--- config.mk ---
export PLATFORM = sky130hd
export DESIGN_NAME = md_hilo_ctrl
export DESIGN_NICKNAME = d
export VERILOG_FILES = /design/src/rtl/md_pkg.sv /design/src/rtl/md_div_iter.sv /design/src/rtl/md_hilo_ctrl.sv
export SDC_FILE = /design/constraint.sdc
export NUM_CORES = 2
export LEC_CHECK = 0
export ABC_AREA = 1
export BUFFER_PORTS_ARGS = -buffer_cell sky130_fd_sc_hd__clkbuf_2
export CAP_MARGIN = 40
export CELL_PAD_IN_SITES_DETAIL_PLACEMENT = 1
export CELL_PAD_IN_SITES_GLOBAL_PLACEMENT = 2
export CORE_MARGIN = 5
export CORE_UTILIZATION = 43
export DETAILED_ROUTE_END_ITERATION = 16
export HOLD_SLACK_MARGIN = 0.06
export PLACE_DENSITY_LB_ADDON = 0.1
export SKIP_CTS_REPAIR_TIMING = 1
export SLEW_MARGIN = 10
export SYNTH_ARGS = -nofsm -noshare
export SYNTH_HDL_FRONTEND = slang
export SYNTH_SLANG_ARGS = --single-unit
export TNS_END_PERCENT = 1
--- constraint.sdc ---
create_clock -name clk -period 11.3 [get_ports clk]
set_clock_uncertainty 0.05 [all_clocks]
set_input_delay 0 -clock clk [delete_from_list [all_inputs] [get_ports clk]]
set_output_delay 0 -clock clk [all_outputs]
set_load 0.05 [all_outputs]
--- src/rtl/md_pkg.sv ---
// Shared encodings for the multiply/divide controller.
package md_pkg;

   // md op encodings as presented by EX on E_md_op
   localparam logic [1:0] MD_MULT  = 2'b00;
   localparam logic [1:0] MD_MULTU = 2'b01;
   localparam logic [1:0] MD_DIV   = 2'b10;
   localparam logic [1:0] MD_DIVU  = 2'b11;

   // controller FSM states
   typedef enum logic [1:0] {
      ST_IDLE = 2'd0,
      ST_MUL  = 2'd1,
      ST_DIV  = 2'd2
   } md_state_e;

endpackage

--- src/rtl/md_div_iter.sv ---
// One restoring-divide step: shift the next dividend bit into the partial
// remainder, subtract the divisor if it fits, and shift the quotient bit in.
// The dividend rides in the low end of quo and is consumed MSB first.
module md_div_iter #(
   parameter int WIDTH = 32
) (
   input  logic [WIDTH-1:0] rem,
   input  logic [WIDTH-1:0] quo,
   input  logic [WIDTH-1:0] dvsr,
   output logic [WIDTH-1:0] rem_nx,
   output logic [WIDTH-1:0] quo_nx
);

   logic [WIDTH:0] shifted;
   logic [WIDTH:0] diff;
   logic           fits;

   // rem < dvsr always holds, so shifted fits WIDTH+1 bits and the
   // restored (non-fitting) case fits back into WIDTH bits.
   always_comb begin
      shifted = {rem, quo[WIDTH-1]};
      fits    = (shifted >= {1'b0, dvsr});
      diff    = shifted - {1'b0, dvsr};
      rem_nx  = fits ? diff[WIDTH-1:0] : shifted[WIDTH-1:0];
      quo_nx  = {quo[WIDTH-2:0], fits};
   end

endmodule

--- src/rtl/md_hilo_ctrl.sv ---
// Multiply/divide sequencer and HI/LO owner. Multiply is a fixed-latency
// product captured up front; divide iterates md_div_iter WIDTH times and
// spends one extra cycle on sign correction and commit.
module md_hilo_ctrl
   import md_pkg::*;
#(
   parameter int WIDTH      = 32,
   parameter int MUL_CYCLES = 5
) (
   input  logic             clk,
   input  logic             rst,
   input  logic             E_md_start,
   input  logic [1:0]       E_md_op,
   input  logic [WIDTH-1:0] E_srcA,
   input  logic [WIDTH-1:0] E_srcB,
   input  logic             E_mthi,
   input  logic             E_mtlo,
   input  logic             ID_md_use,
   output logic [WIDTH-1:0] hi,
   output logic [WIDTH-1:0] lo,
   output logic             busy,
   output logic             done,
   output logic             md_stall
);

   localparam int CW = $clog2(WIDTH + 2);

   md_state_e        state_q, state_d;
   logic [CW-1:0]    cnt_q;
   logic [2*WIDTH-1:0] prod_q;
   logic [WIDTH-1:0] rem_q, quo_q, dvsr_q, a_raw_q;
   logic             neg_q_q, neg_r_q;
   logic             done_q;

   logic             is_signed;
   logic [2*WIDTH-1:0] ext_a, ext_b, mul_prod;
   logic [WIDTH-1:0] a_abs, b_abs;
   logic [WIDTH-1:0] rem_nx, quo_nx;
   logic             mul_last, div_last, div_zero;

   md_div_iter #(.WIDTH(WIDTH)) u_div_iter (
      .rem    (rem_q),
      .quo    (quo_q),
      .dvsr   (dvsr_q),
      .rem_nx (rem_nx),
      .quo_nx (quo_nx)
   );

   // Operand prep: sign/zero extension for the product, magnitudes for divide
   always_comb begin
      is_signed = (E_md_op == MD_MULT) || (E_md_op == MD_DIV);
      ext_a     = is_signed ? {{WIDTH{E_srcA[WIDTH-1]}}, E_srcA} : {{WIDTH{1'b0}}, E_srcA};
      ext_b     = is_signed ? {{WIDTH{E_srcB[WIDTH-1]}}, E_srcB} : {{WIDTH{1'b0}}, E_srcB};
      mul_prod  = ext_a * ext_b;
      a_abs     = (is_signed && E_srcA[WIDTH-1]) ? (~E_srcA + 1'b1) : E_srcA;
      b_abs     = (is_signed && E_srcB[WIDTH-1]) ? (~E_srcB + 1'b1) : E_srcB;
      mul_last  = (cnt_q == CW'(MUL_CYCLES - 1));
      div_last  = (cnt_q == CW'(WIDTH));
      div_zero  = (dvsr_q == '0);
   end

   // FSM state register
   always_ff @(posedge clk or posedge rst) begin
      if (rst) state_q <= ST_IDLE;
      else     state_q <= state_d;
   end

   // FSM next-state
   always_comb begin
      state_d = state_q;
      case (state_q)
         ST_IDLE: if (E_md_start) state_d = E_md_op[1] ? ST_DIV : ST_MUL;
         ST_MUL:  if (mul_last)   state_d = ST_IDLE;
         ST_DIV:  if (div_last)   state_d = ST_IDLE;
         default:                 state_d = ST_IDLE;
      endcase
   end

   // Datapath: operand capture, iteration, HI/LO commit and mthi/mtlo
   always_ff @(posedge clk or posedge rst) begin
      if (rst) begin
         cnt_q   <= '0;
         prod_q  <= '0;
         rem_q   <= '0;
         quo_q   <= '0;
         dvsr_q  <= '0;
         a_raw_q <= '0;
         neg_q_q <= 1'b0;
         neg_r_q <= 1'b0;
         hi      <= '0;
         lo      <= '0;
         done_q  <= 1'b0;
      end else begin
         done_q <= 1'b0;
         case (state_q)
            ST_IDLE: begin
               if (E_md_start) begin
                  cnt_q <= '0;
                  if (!E_md_op[1]) begin
                     prod_q <= mul_prod;
                  end else begin
                     rem_q   <= '0;
                     quo_q   <= a_abs;
                     dvsr_q  <= b_abs;
                     a_raw_q <= E_srcA;
                     neg_q_q <= is_signed & (E_srcA[WIDTH-1] ^ E_srcB[WIDTH-1]);
                     neg_r_q <= is_signed & E_srcA[WIDTH-1];
                  end
               end else begin
                  if (E_mthi) hi <= E_srcA;
                  if (E_mtlo) lo <= E_srcA;
               end
            end
            ST_MUL: begin
               if (mul_last) begin
                  hi     <= prod_q[2*WIDTH-1:WIDTH];
                  lo     <= prod_q[WIDTH-1:0];
                  done_q <= 1'b1;
               end else begin
                  cnt_q <= cnt_q + 1'b1;
               end
            end
            ST_DIV: begin
               if (div_last) begin
                  // divide-by-zero returns the raw dividend and all-ones, unsigned
                  if (div_zero) begin
                     hi <= a_raw_q;
                     lo <= '1;
                  end else begin
                     hi <= neg_r_q ? (~rem_q + 1'b1) : rem_q;
                     lo <= neg_q_q ? (~quo_q + 1'b1) : quo_q;
                  end
                  done_q <= 1'b1;
               end else begin
                  rem_q <= rem_nx;
                  quo_q <= quo_nx;
                  cnt_q <= cnt_q + 1'b1;
               end
            end
            default: ;
         endcase
      end
   end

   // Status and hazard outputs
   always_comb begin
      busy     = (state_q != ST_IDLE);
      done     = done_q;
      md_stall = ID_md_use & (busy | E_md_start);
   end

endmodule

==> flow_metrics.env <==
export IMPL_status="finished, final reports clean"
export IMPL_max_freq_mhz=107
export IMPL_clock_root_buffer="clkbuf_16"
export IMPL_arrival_ps=9820
export IMPL_seq_area_um2=6680
export IMPL_synth_ff_type="dfrtp_1"
export IMPL_ys_seq_area_frac=0.0992
export IMPL_route_antenna_remaining_nets=0
export IMPL_cts_buffers=37
export IMPL_core_um2=156000
export IMPL_cp_required_ps=11750
export IMPL_yosysMostFrequentCell="inv_1"
export IMPL_drive_above_1_share=0.0503
export IMPL_antenna_found_initial=28
export IMPL_critPathMaxFanout=15
export IMPL_worst_setup_path_type="in2reg"
export IMPL_slew_violations=0
export IMPL_hpwl_mm=239
export IMPL_routabilityCongestion=1.02
export IMPL_syn_area_um2=67300
export IMPL_routed_via_density=5.28
export IMPL_n_fill_cell=19294
export IMPL_grt_pass1_vias=62240
export IMPL_ys_seq_elements=267
export IMPL_cts_buffer_depth=3
export IMPL_grt_max_degree=102
export IMPL_syn_nets=10507
export IMPL_cts_sinks=267
export IMPL_startpoint_type="primary input"
export IMPL_synth_cells=8664
export IMPL_period_needed_ps=9380
export IMPL_slowest_delay_ps=900
export IMPL_vias=56490
export IMPL_htree_levels=2
export IMPL_nNetsFinal=10457
export IMPL_cp_slowest_cell="fa_1"
export IMPL_hold_violations=0
export IMPL_hp_class="in2reg"
export IMPL_yosysUniqueCellTypes=58
export IMPL_ys_warn_count=0
export IMPL_grt_usage=0.346
export IMPL_synth_top_area_share=0.422
export IMPL_die_area_um2=165000
export IMPL_synth_edf_count=0
export IMPL_area_growth_pct=6.61
export IMPL_grt_pass1_wl_mm=416
export IMPL_grt_overflow_total=0
export IMPL_syn_avg_cell_area_um2=7.77
export IMPL_ys_top_cells_by_count="2414 x inv_1, 1976 x nand2_1, 1419 x fa_1"
export IMPL_start_util=0.432
export IMPL_fin_crit_sh=0.830
export IMPL_drv_cap=0
export IMPL_rows=145
export IMPL_post_synth_top_area_cell="fa_1"
export IMPL_ys_top_cells_by_area="fa_1 42%, inv_1 13%, nand2_1 11%"
export IMPL_clk_pin_slew_ps=60
export IMPL_tns_ps=0
export IMPL_rsz0062_at_grt="no"
export IMPL_worst_slew_pin_slew_ps=901
export IMPL_dr_pass1_iters=5
export IMPL_end_kind="register"
export IMPL_drc=0
export IMPL_die_y_um=406
export IMPL_portBuffers=138
export IMPL_drtIter0Drc=3958
export IMPL_path_common_cell="fa_1"
export IMPL_worstSkewPairLatency_ps=570
export IMPL_relSlewSlack=0.399
export IMPL_fp_dieW_um=406
export IMPL_synthArstFlopShare=1.00
export IMPL_pin_count=139
export IMPL_cts_tree="built"
export IMPL_drt_wl_total_mm=281
export IMPL_finalSetupViolCount=0
export IMPL_multiInputGateArea_um2=50100
export IMPL_wl_per_cell_um=26.2
[area by class of cell]
class                           count  share of cell area
Multi-Input combinational cell   5598               0.698
Inverter                         2422               0.127
Sequential cell                   267              0.0931
Tap cell                         2058              0.0359
Timing Repair Buffer              288              0.0289
Clock buffer                       52              0.0149
Clock inverter                     13             0.00242
Antenna cell                        5            0.000174
[layer usage]
metal | routed length (µm) | share of wire | vias to the layer above | track usage
met3 | 17900 | 0.064 | 414 | 0.0495
met1 | 118000 | 0.42 | 29427 | 0.460
met5 | 69 | 0.00025 | - | 0
met4 | 13400 | 0.048 | 10 | 0.130
li1 | - | - | 25021 | -
met2 | 131000 | 0.47 | 1618 | 0.576
[cell usage in the layout (no fill, tap or decap), drive strengths merged, types with 15 or more instances in the layout]
cell / instances
buf: 141
or2: 34
nand3: 274
nor4: 19
nor3: 58
ha: 352
nand2: 1984
o21bai: 15
o22ai: 26
nand3b: 15
a21oi: 214
o211ai: 20
fa: 1419
a2bb2oi: 15
inv: 2422
xnor2: 33
a31oi: 38
nor2: 537
xor2: 67
o21ai: 334
nand4: 54
clkbuf: 190
dfrtp: 267
a21boi: 28
[stage by stage]
stage / instance area (µm²) / setup slack (ps) / hold WS (ps) / cells / util
5_1_grt: 71800 / 1660 / 70.0 / 10698 / 0.460
4_1_cts: 71700 / 1690 / -433 / 10687 / 0.459
2_1_floorplan: 67300 / 2670 / 165 / 8664 / -
3_5_place_dp: 70400 / 1080 / 167 / 10622 / 0.451
6_report: 71800 / 1920 / 59.6 / 10703 / 0.460
3_3_place_gp: 70200 / 1200 / 165 / 10613 / 0.450
[sequential cells by signal (all words and copies together) (netlist names)]
name     count
neg_r_q      1
a_raw_q     32
lo          32
prod_q      64
state_q      2
cnt_q        6
neg_q_q      1
hi          32
quo_q       32
dvsr_q      32
rem_q       32
done         1
[critical path: cells and delay by family]
family | cells | cell delay, ps
AND/OR/NAND/NOR | 3 | 520
adder cells (fa/ha/maj) | 11 | 5870
buffers and inverters | 10 | 1980
AO/OA/AOI/OAI | 6 | 1420
[worst paths after layout]
check / from / slack, ps / cells past startpoint / endpoint
worst max register to register: state_q[0]$_DFFE_PP0P_ / 6740 / 13 / quo_q[31]$_DFFE_PP0P_
worst max-delay path: E_md_op[0] / 1920 / 30 / prod_q[56]$_DFFE_PP0P_
min in group asynchronous: rst / 80 / 3 / cnt_q[2]$_DFFE_PP0P_
worst min-delay path: E_mtlo / 60 / 5 / lo[26]$_DFFE_PP0P_
worst min register to register: lo[5]$_DFFE_PP0P_ / 430 / 2 / lo[5]$_DFFE_PP0P_
max in group asynchronous: rst / 9810 / 4 / a_raw_q[30]$_DFFE_PP0P_
[cell families (layout without fill, tap and decap cells)]
logic type,Yosys count,count (layout),synth area share
adder cells (fa/ha/maj),1771,1771,0.487
XOR/XNOR,100,100,0.0130
AO/OA/AOI/OAI,748,748,0.0637
buffers and inverters,2799,2775,0.157
AND/OR/NAND/NOR,2979,2979,0.180
other,0,5,0
flip-flops,267,267,0.0992
Power is not shown: default switching activity piles up to over one toggle a cycle in this logic, so the estimate is an artifact.
